File: config.mk
export PLATFORM = sky130hd
export DESIGN_NAME = outputc_flat
export DESIGN_NICKNAME = d
export VERILOG_FILES = /design/src/rtl/outputc.sv /design/src/rtl/outputc_if.sv /design/src/flat_wrapper.sv
export SDC_FILE = /design/constraint.sdc
export NUM_CORES = 1
export LEC_CHECK = 0
export BUFFER_PORTS_ARGS = -buffer_cell sky130_fd_sc_hd__buf_2
export CAP_MARGIN = 20
export CORE_AREA = 2 2 135 137
export DETAILED_ROUTE_END_ITERATION = 7
export DIE_AREA = 0 0 137 139
export GPL_TIMING_DRIVEN = 0
export PLACE_DENSITY = 0.51
export SYNTH_ARGS = -nofsm -noshare
export SYNTH_HDL_FRONTEND = slang
export SYNTH_SLANG_ARGS = --single-unit
File: constraint.sdc
create_clock -name clk -period 9.62 [get_ports clk]
set_clock_uncertainty 0.2 [all_clocks]
set_input_delay 0.481 -clock clk [delete_from_list [all_inputs] [get_ports clk]]
set_output_delay 0.481 -clock clk [all_outputs]
set_load 0.005 [all_outputs]
File: src/rtl/outputc.sv
// Router output controller: per-VC packet locking, round-robin arbitration over the
// input channels and a registered link stage, with a sticky protocol-error flag.
package outputc_pkg;
  localparam int PORT_N   = 5;
  localparam int PORT_W   = 3;
  localparam int VCH_N    = 2;
  localparam int VCH_W    = 1;
  localparam int DATA_W   = 32;
  localparam int TYPE_MSB = 31;
  localparam int TYPE_LSB = 29;

  typedef enum logic [2:0] {
    TYPE_NONE     = 3'd0,
    TYPE_HEAD     = 3'd1,
    TYPE_BODY     = 3'd2,
    TYPE_TAIL     = 3'd3,
    TYPE_HEADTAIL = 3'd4
  } flit_type_e;

  typedef struct packed {
    logic [DATA_W-1:0] data;
    logic              valid;
    logic [VCH_W-1:0]  vch;
  } router_i_t;

  localparam int FLIT_W = $bits(router_i_t);
endpackage

module outputc
  import outputc_pkg::*;
#(
  parameter int ROUTERID = 0,
  parameter int PCHID    = 0
) (
  input  logic       clk,
  input  logic       rst_n,
  outputc_if.slave   io
);

  typedef enum logic {
    VC_FREE   = 1'b0,
    VC_LOCKED = 1'b1
  } vc_state_e;

  vc_state_e         state_q [VCH_N];
  vc_state_e         state_d [VCH_N];
  logic [PORT_W-1:0] owner_q [VCH_N];
  logic [PORT_W-1:0] owner_d [VCH_N];
  logic [PORT_W-1:0] rr_q, rr_d;
  router_i_t         outc_q, outc_d;
  logic              err_q, err_d;

  router_i_t         flit_s [PORT_N];
  flit_type_e        typ_s  [PORT_N];
  logic [PORT_N-1:0] elig_s;
  logic [PORT_N-1:0] bad_s;
  logic [PORT_N-1:0] grt_s;
  logic [PORT_W-1:0] gidx_s;
  logic              found_s;
  logic [VCH_N-1:0]  lck_s;

  // The identifiers only tag error reports at system level; negative values are meaningless.
  if (ROUTERID < 0 || PCHID < 0) begin : g_bad_id
  end

  // Decode each candidate flit and classify it as grantable, waiting or illegal.
  always_comb begin
    elig_s = '0;
    bad_s  = '0;
    for (int p = 0; p < PORT_N; p++) begin
      logic active;
      logic legal;
      logic illegal;
      flit_s[p] = router_i_t'(io.flit_i[p]);
      typ_s[p]  = flit_type_e'(flit_s[p].data[TYPE_MSB:TYPE_LSB]);
      active    = io.req_i[p] & flit_s[p].valid;
      case (typ_s[p])
        TYPE_HEAD, TYPE_HEADTAIL: begin
          legal   = (state_q[flit_s[p].vch] == VC_FREE);
          illegal = 1'b0;
        end
        TYPE_BODY, TYPE_TAIL: begin
          legal   = (state_q[flit_s[p].vch] == VC_LOCKED) &&
                    (owner_q[flit_s[p].vch] == PORT_W'(p));
          illegal = !legal;
        end
        default: begin
          legal   = 1'b0;
          illegal = 1'b1;
        end
      endcase
      elig_s[p] = active & io.dn_rdy_i[flit_s[p].vch] & legal;
      bad_s[p]  = active & illegal;
    end
  end

  // Round-robin pick: search begins one past the last granted input.
  always_comb begin
    logic [PORT_W:0] idx;
    grt_s   = '0;
    found_s = 1'b0;
    gidx_s  = rr_q;
    for (int k = 1; k <= PORT_N; k++) begin
      idx = {1'b0, rr_q} + (PORT_W+1)'(k);
      if (idx >= (PORT_W+1)'(PORT_N)) begin
        idx = idx - (PORT_W+1)'(PORT_N);
      end else begin
        idx = idx;
      end
      if (!found_s && elig_s[idx[PORT_W-1:0]]) begin
        found_s                  = 1'b1;
        gidx_s                   = idx[PORT_W-1:0];
        grt_s[idx[PORT_W-1:0]]   = 1'b1;
      end else begin
        found_s = found_s;
      end
    end
  end

  // VC lock FSMs, pointer, link register and error flag next-state.
  always_comb begin
    for (int v = 0; v < VCH_N; v++) begin
      state_d[v] = state_q[v];
      owner_d[v] = owner_q[v];
    end
    rr_d   = rr_q;
    outc_d = '0;
    err_d  = err_q | (|bad_s);
    if (found_s) begin
      rr_d         = gidx_s;
      outc_d       = flit_s[gidx_s];
      outc_d.valid = 1'b1;
      case (typ_s[gidx_s])
        TYPE_HEAD: begin
          state_d[flit_s[gidx_s].vch] = VC_LOCKED;
          owner_d[flit_s[gidx_s].vch] = gidx_s;
        end
        TYPE_TAIL: begin
          state_d[flit_s[gidx_s].vch] = VC_FREE;
          owner_d[flit_s[gidx_s].vch] = '0;
        end
        default: ;
      endcase
    end else begin
      outc_d = '0;
    end
  end

  // State registers; reset leaves input 0 first in line.
  always_ff @(posedge clk or negedge rst_n) begin
    if (!rst_n) begin
      for (int v = 0; v < VCH_N; v++) begin
        state_q[v] <= VC_FREE;
        owner_q[v] <= '0;
      end
      rr_q   <= PORT_W'(PORT_N - 1);
      outc_q <= '0;
      err_q  <= 1'b0;
    end else begin
      for (int v = 0; v < VCH_N; v++) begin
        state_q[v] <= state_d[v];
        owner_q[v] <= owner_d[v];
      end
      rr_q   <= rr_d;
      outc_q <= outc_d;
      err_q  <= err_d;
    end
  end

  // Lock status straight from the VC state flops.
  always_comb begin
    lck_s = '0;
    for (int v = 0; v < VCH_N; v++) begin
      lck_s[v] = (state_q[v] == VC_LOCKED);
    end
  end

  assign io.grt_o     = grt_s;
  assign io.outputc_o = outc_q;
  assign io.lck_o     = lck_s;
  assign io.err_o     = err_q;

endmodule

File: src/rtl/outputc_if.sv
// Output-port bundle: input-side request/flit/grant lines plus the downstream link,
// ready and status lines. The flit travels as a flat vector and is typed inside the block.
interface outputc_if #(
  parameter int PORT_N = 5,
  parameter int VCH_N  = 2,
  parameter int FLIT_W = 34
);
  logic [PORT_N-1:0]             req_i;
  logic [PORT_N-1:0][FLIT_W-1:0] flit_i;
  logic [PORT_N-1:0]             grt_o;
  logic [VCH_N-1:0]              dn_rdy_i;
  logic [FLIT_W-1:0]             outputc_o;
  logic [VCH_N-1:0]              lck_o;
  logic                          err_o;

  modport master (
    output req_i, flit_i, dn_rdy_i,
    input  grt_o, outputc_o, lck_o, err_o
  );

  modport slave (
    input  req_i, flit_i, dn_rdy_i,
    output grt_o, outputc_o, lck_o, err_o
  );
endinterface

File: src/flat_wrapper.sv
// flat-port wrapper written by rule: the top's interface ports become plain ports
module outputc_flat import outputc_pkg::*;
#(
  parameter int ROUTERID = 0,
  parameter int PCHID    = 0
)
  (clk, rst_n, io_req_i, io_flit_i, io_dn_rdy_i, io_grt_o, io_outputc_o, io_lck_o, io_err_o);
  outputc_if #(.PORT_N(PORT_N), .VCH_N(VCH_N), .FLIT_W(FLIT_W)) io_i ();
  input  logic clk;
  input  logic rst_n;
  input wire logic [$bits(io_i.req_i)-1:0] io_req_i;
  input wire logic [$bits(io_i.flit_i)-1:0] io_flit_i;
  input wire logic [$bits(io_i.dn_rdy_i)-1:0] io_dn_rdy_i;
  output wire logic [$bits(io_i.grt_o)-1:0] io_grt_o;
  output wire logic [$bits(io_i.outputc_o)-1:0] io_outputc_o;
  output wire logic [$bits(io_i.lck_o)-1:0] io_lck_o;
  output wire logic [$bits(io_i.err_o)-1:0] io_err_o;
  assign io_i.req_i = io_req_i;
  assign io_i.flit_i = io_flit_i;
  assign io_i.dn_rdy_i = io_dn_rdy_i;
  assign io_grt_o = io_i.grt_o;
  assign io_outputc_o = io_i.outputc_o;
  assign io_lck_o = io_i.lck_o;
  assign io_err_o = io_i.err_o;
  outputc #(.ROUTERID(ROUTERID), .PCHID(PCHID)) u_core (.clk(clk), .rst_n(rst_n), .io(io_i));
endmodule
==> qor.yml <==
finish:
  layout_commonest_cell: "buf_2"
  stdcell_count: 1036
  finalInstanceArea_um2: 6452
  final_cell_mix: "buf_2, a21oi_1, mux2i_1"
  nNetsFinal: 995
  syn_to_final_growth_pct: 32.40
  drive_above_1_share_pct: 38.39
placed_design:
  place.port_buffers: 220
  hpwl_um: 15900
  gp_congestion: 0.8990
  postPlaceCellArea_um2: 6286
  placed_cells: 1025
synthesis:
  synth_fp_nets: 765
  synth_top_cell_area_share_pct: 23.11
  seq_area_frac_synth_pct: 23.65
  yosysTopAreaCell: "dfrtp_1"
  synth_edf_count: 0
  synth_warnings: 0
  syn_avg_cell_area_um2: 8.490
  synthArstFlopShare_pct: 100.0
  yosys_register_bits: 46
  post_synth_inst_count: 574
  synth_area_leaders: "dfrtp_1, mux2i_1, a21oi_1"
  synth_ff_type: "dfrtp_1"
  synth_cell_types: 85
  syn_area_um2: 4873
sta:
  tns_ns: 0
  drv_slew: 0
  maxSlewHeadroom_pct: 50.31
  rsz0062_at_grt: "no"
  fin_crit_ns: 6.030
  hold_violations: 0
  fmax_mhz: 165.8
  tightest_slew_ns: 0.7442
  finalCritPeriodShare_pct: 62.68
  setup_viol: 0
drt:
  drc: 0
  drt_pre_antenna_iters: 5
  postRouteAntennaNets: 0
  routedWlPerCell_um: 19.04
  drt_iter0_drc: 266
  vias_per_cell: 5.168
  wl_um: 19720
  vias: 5354
floorplan:
  core-area_um2: 17660
  boundaryPins: 221
  dieArea_um2: 19040
  rows: 49
  die_x_um: 137
  start_util_pct: 27.60
  die_h_um: 139
clock_network:
  insertion_delay_ns: 0.30
  cts_setup_buffers: 0
  numCtsBuffers: 5
  cts.clk_slew.worst_paths_ns: 0.07
  cts_tree: "yes"
  cts.sinks: 46
  cts_max_level: 2
  hold_buffers: 1
  clockBufferDepth: 2
  post_cts_resized: 0
  cts.root.buffer_cell: "clkbuf_16"
global_route:
  gr-usage-all-layers_pct: 20.47
  grt.overflow.total: 0
  grt_pass1_wl_um: 30200
  antenna_found_initial: 3
  first_global_vias: 5363
  grt_max_degree: 35
setup_path:
  reg2regPathDepth: 16
  crit_type: "register to register"
  timing.rr.end: "u_core.owner_q[4]"
  critPathLaunchType: "register"
  reg2reg_slack_ns: 3.59
  end_kind: "register"
  crit_fanout: 10
  worst-endpoint-arrival_ns: 6.00
  reg2reg_from: "u_core.rr_q[0]"
  worst_ep_required_time_ns: 9.59
job:
  maxCapViolations: 0
run_status:
  status: "finished clean"
hold_path:
  min_from: "io_flit_i[153]"
  hp-class: "primary input to register"
  hold_path_end: "u_core.io.outputc_o[17]"
  holdPathStages: 3
kinds of logic after synthesis:
family | after synthesis | synth area share, %
XOR/XNOR | 11 | 1.977
flip-flops | 46 | 23.65
AO/OA/AOI/OAI | 204 | 28.68
AND/OR/NAND/NOR | 153 | 17.43
buffers and inverters | 57 | 5.238
multiplexers | 91 | 19.79
adder cells (fa/ha/maj) | 12 | 3.235
final cells by class:
type | count | area (µm²)
flip-flops and latches | 46 | 1152
fillers | 1908 | 11200
diodes | 2 | 5.005
multi-input cells | 471 | 3466
clock inverters | 1 | 8.758
well taps | 229 | 286.5
inverters | 24 | 90.09
clock buffers | 7 | 142.6
repair buffers | 223 | 1136
plain buffers | 33 | 165.2
critical path, cell delays in order, from the launching register on:
cell and delay (ns):
dfrtp_1 0.51, buf_2 0.30, clkinv_1 0.35, ha_1 0.47
buf_1 0.45, xnor2_1 0.30, nand2_1 0.18, o22ai_1 0.13
o21ai_1 0.48, nand2_1 0.32, nor4_1 0.57, o21bai_2 0.35
buf_2 0.37, buf_2 0.32, a21oi_1 0.10, o21ai_0 0.35
mux2i_1 0.14
how the worst max path moves through the flow:
stage,from,to
5_1_grt,u_core.rr_q[0],u_core.owner_q[4]
3_5_place_dp,u_core.rr_q[0],u_core.owner_q[4]
6_report,u_core.rr_q[0],u_core.owner_q[4]
2_1_floorplan,u_core.rr_q[0],register
4_1_cts,u_core.rr_q[0],u_core.owner_q[4]
3_3_place_gp,u_core.rr_q[0],u_core.owner_q[1]
registers in the layout (all words and copies together) (netlist names), named ones only:
signal	cells
u_core.io.err_o	1
u_core.io.outputc_o	34
u_core.owner_q	6
u_core.rr_q	3
metal layers:
layer	vias to the layer above	wire length (µm)	global-route usage [%]	part of all wire (%)
li1	2618	-	-	-
met1	2501	8578	26.73	43
met2	210	9603	34.64	49
met3	23	1210	3.947	6.1
met4	2	318	4.721	1.6
met5	-	13	0	0.066
cells in the mapped netlist, drive strengths merged (6+ instances only):
cell and n:
a2111oi 6, a21oi 75, buf 20, clkbuf 13
dfrtp 45, ha 11, inv 23, mux2 37
mux2i 54, nand2 47, nand2b 10, nand3 7
nor2 35, nor3 14, nor3b 6, o211ai 6
o21ai 53, o22ai 11, o32ai 6, xnor2 9
stage by stage:
| stage | setup slack, ns | hold WS, ns | utilization, % |
|---|---|---|---|
| final | 3.590 | 0.2504 | 36.54 |
| after global routing | 3.181 | 0.2371 | 36.53 |
| after CTS | 3.745 | 0.2384 | 36.52 |
| after detailed placement | 3.756 | 0.2065 | 35.60 |
| after global placement | 3.670 | 0.2636 | 35.46 |
| after floorplan | 4.927 | -0.01459 | - |
Power is left out: the tool's default activity adds up to more than one toggle a clock period on the data nets, which glitch-free logic cannot reach.
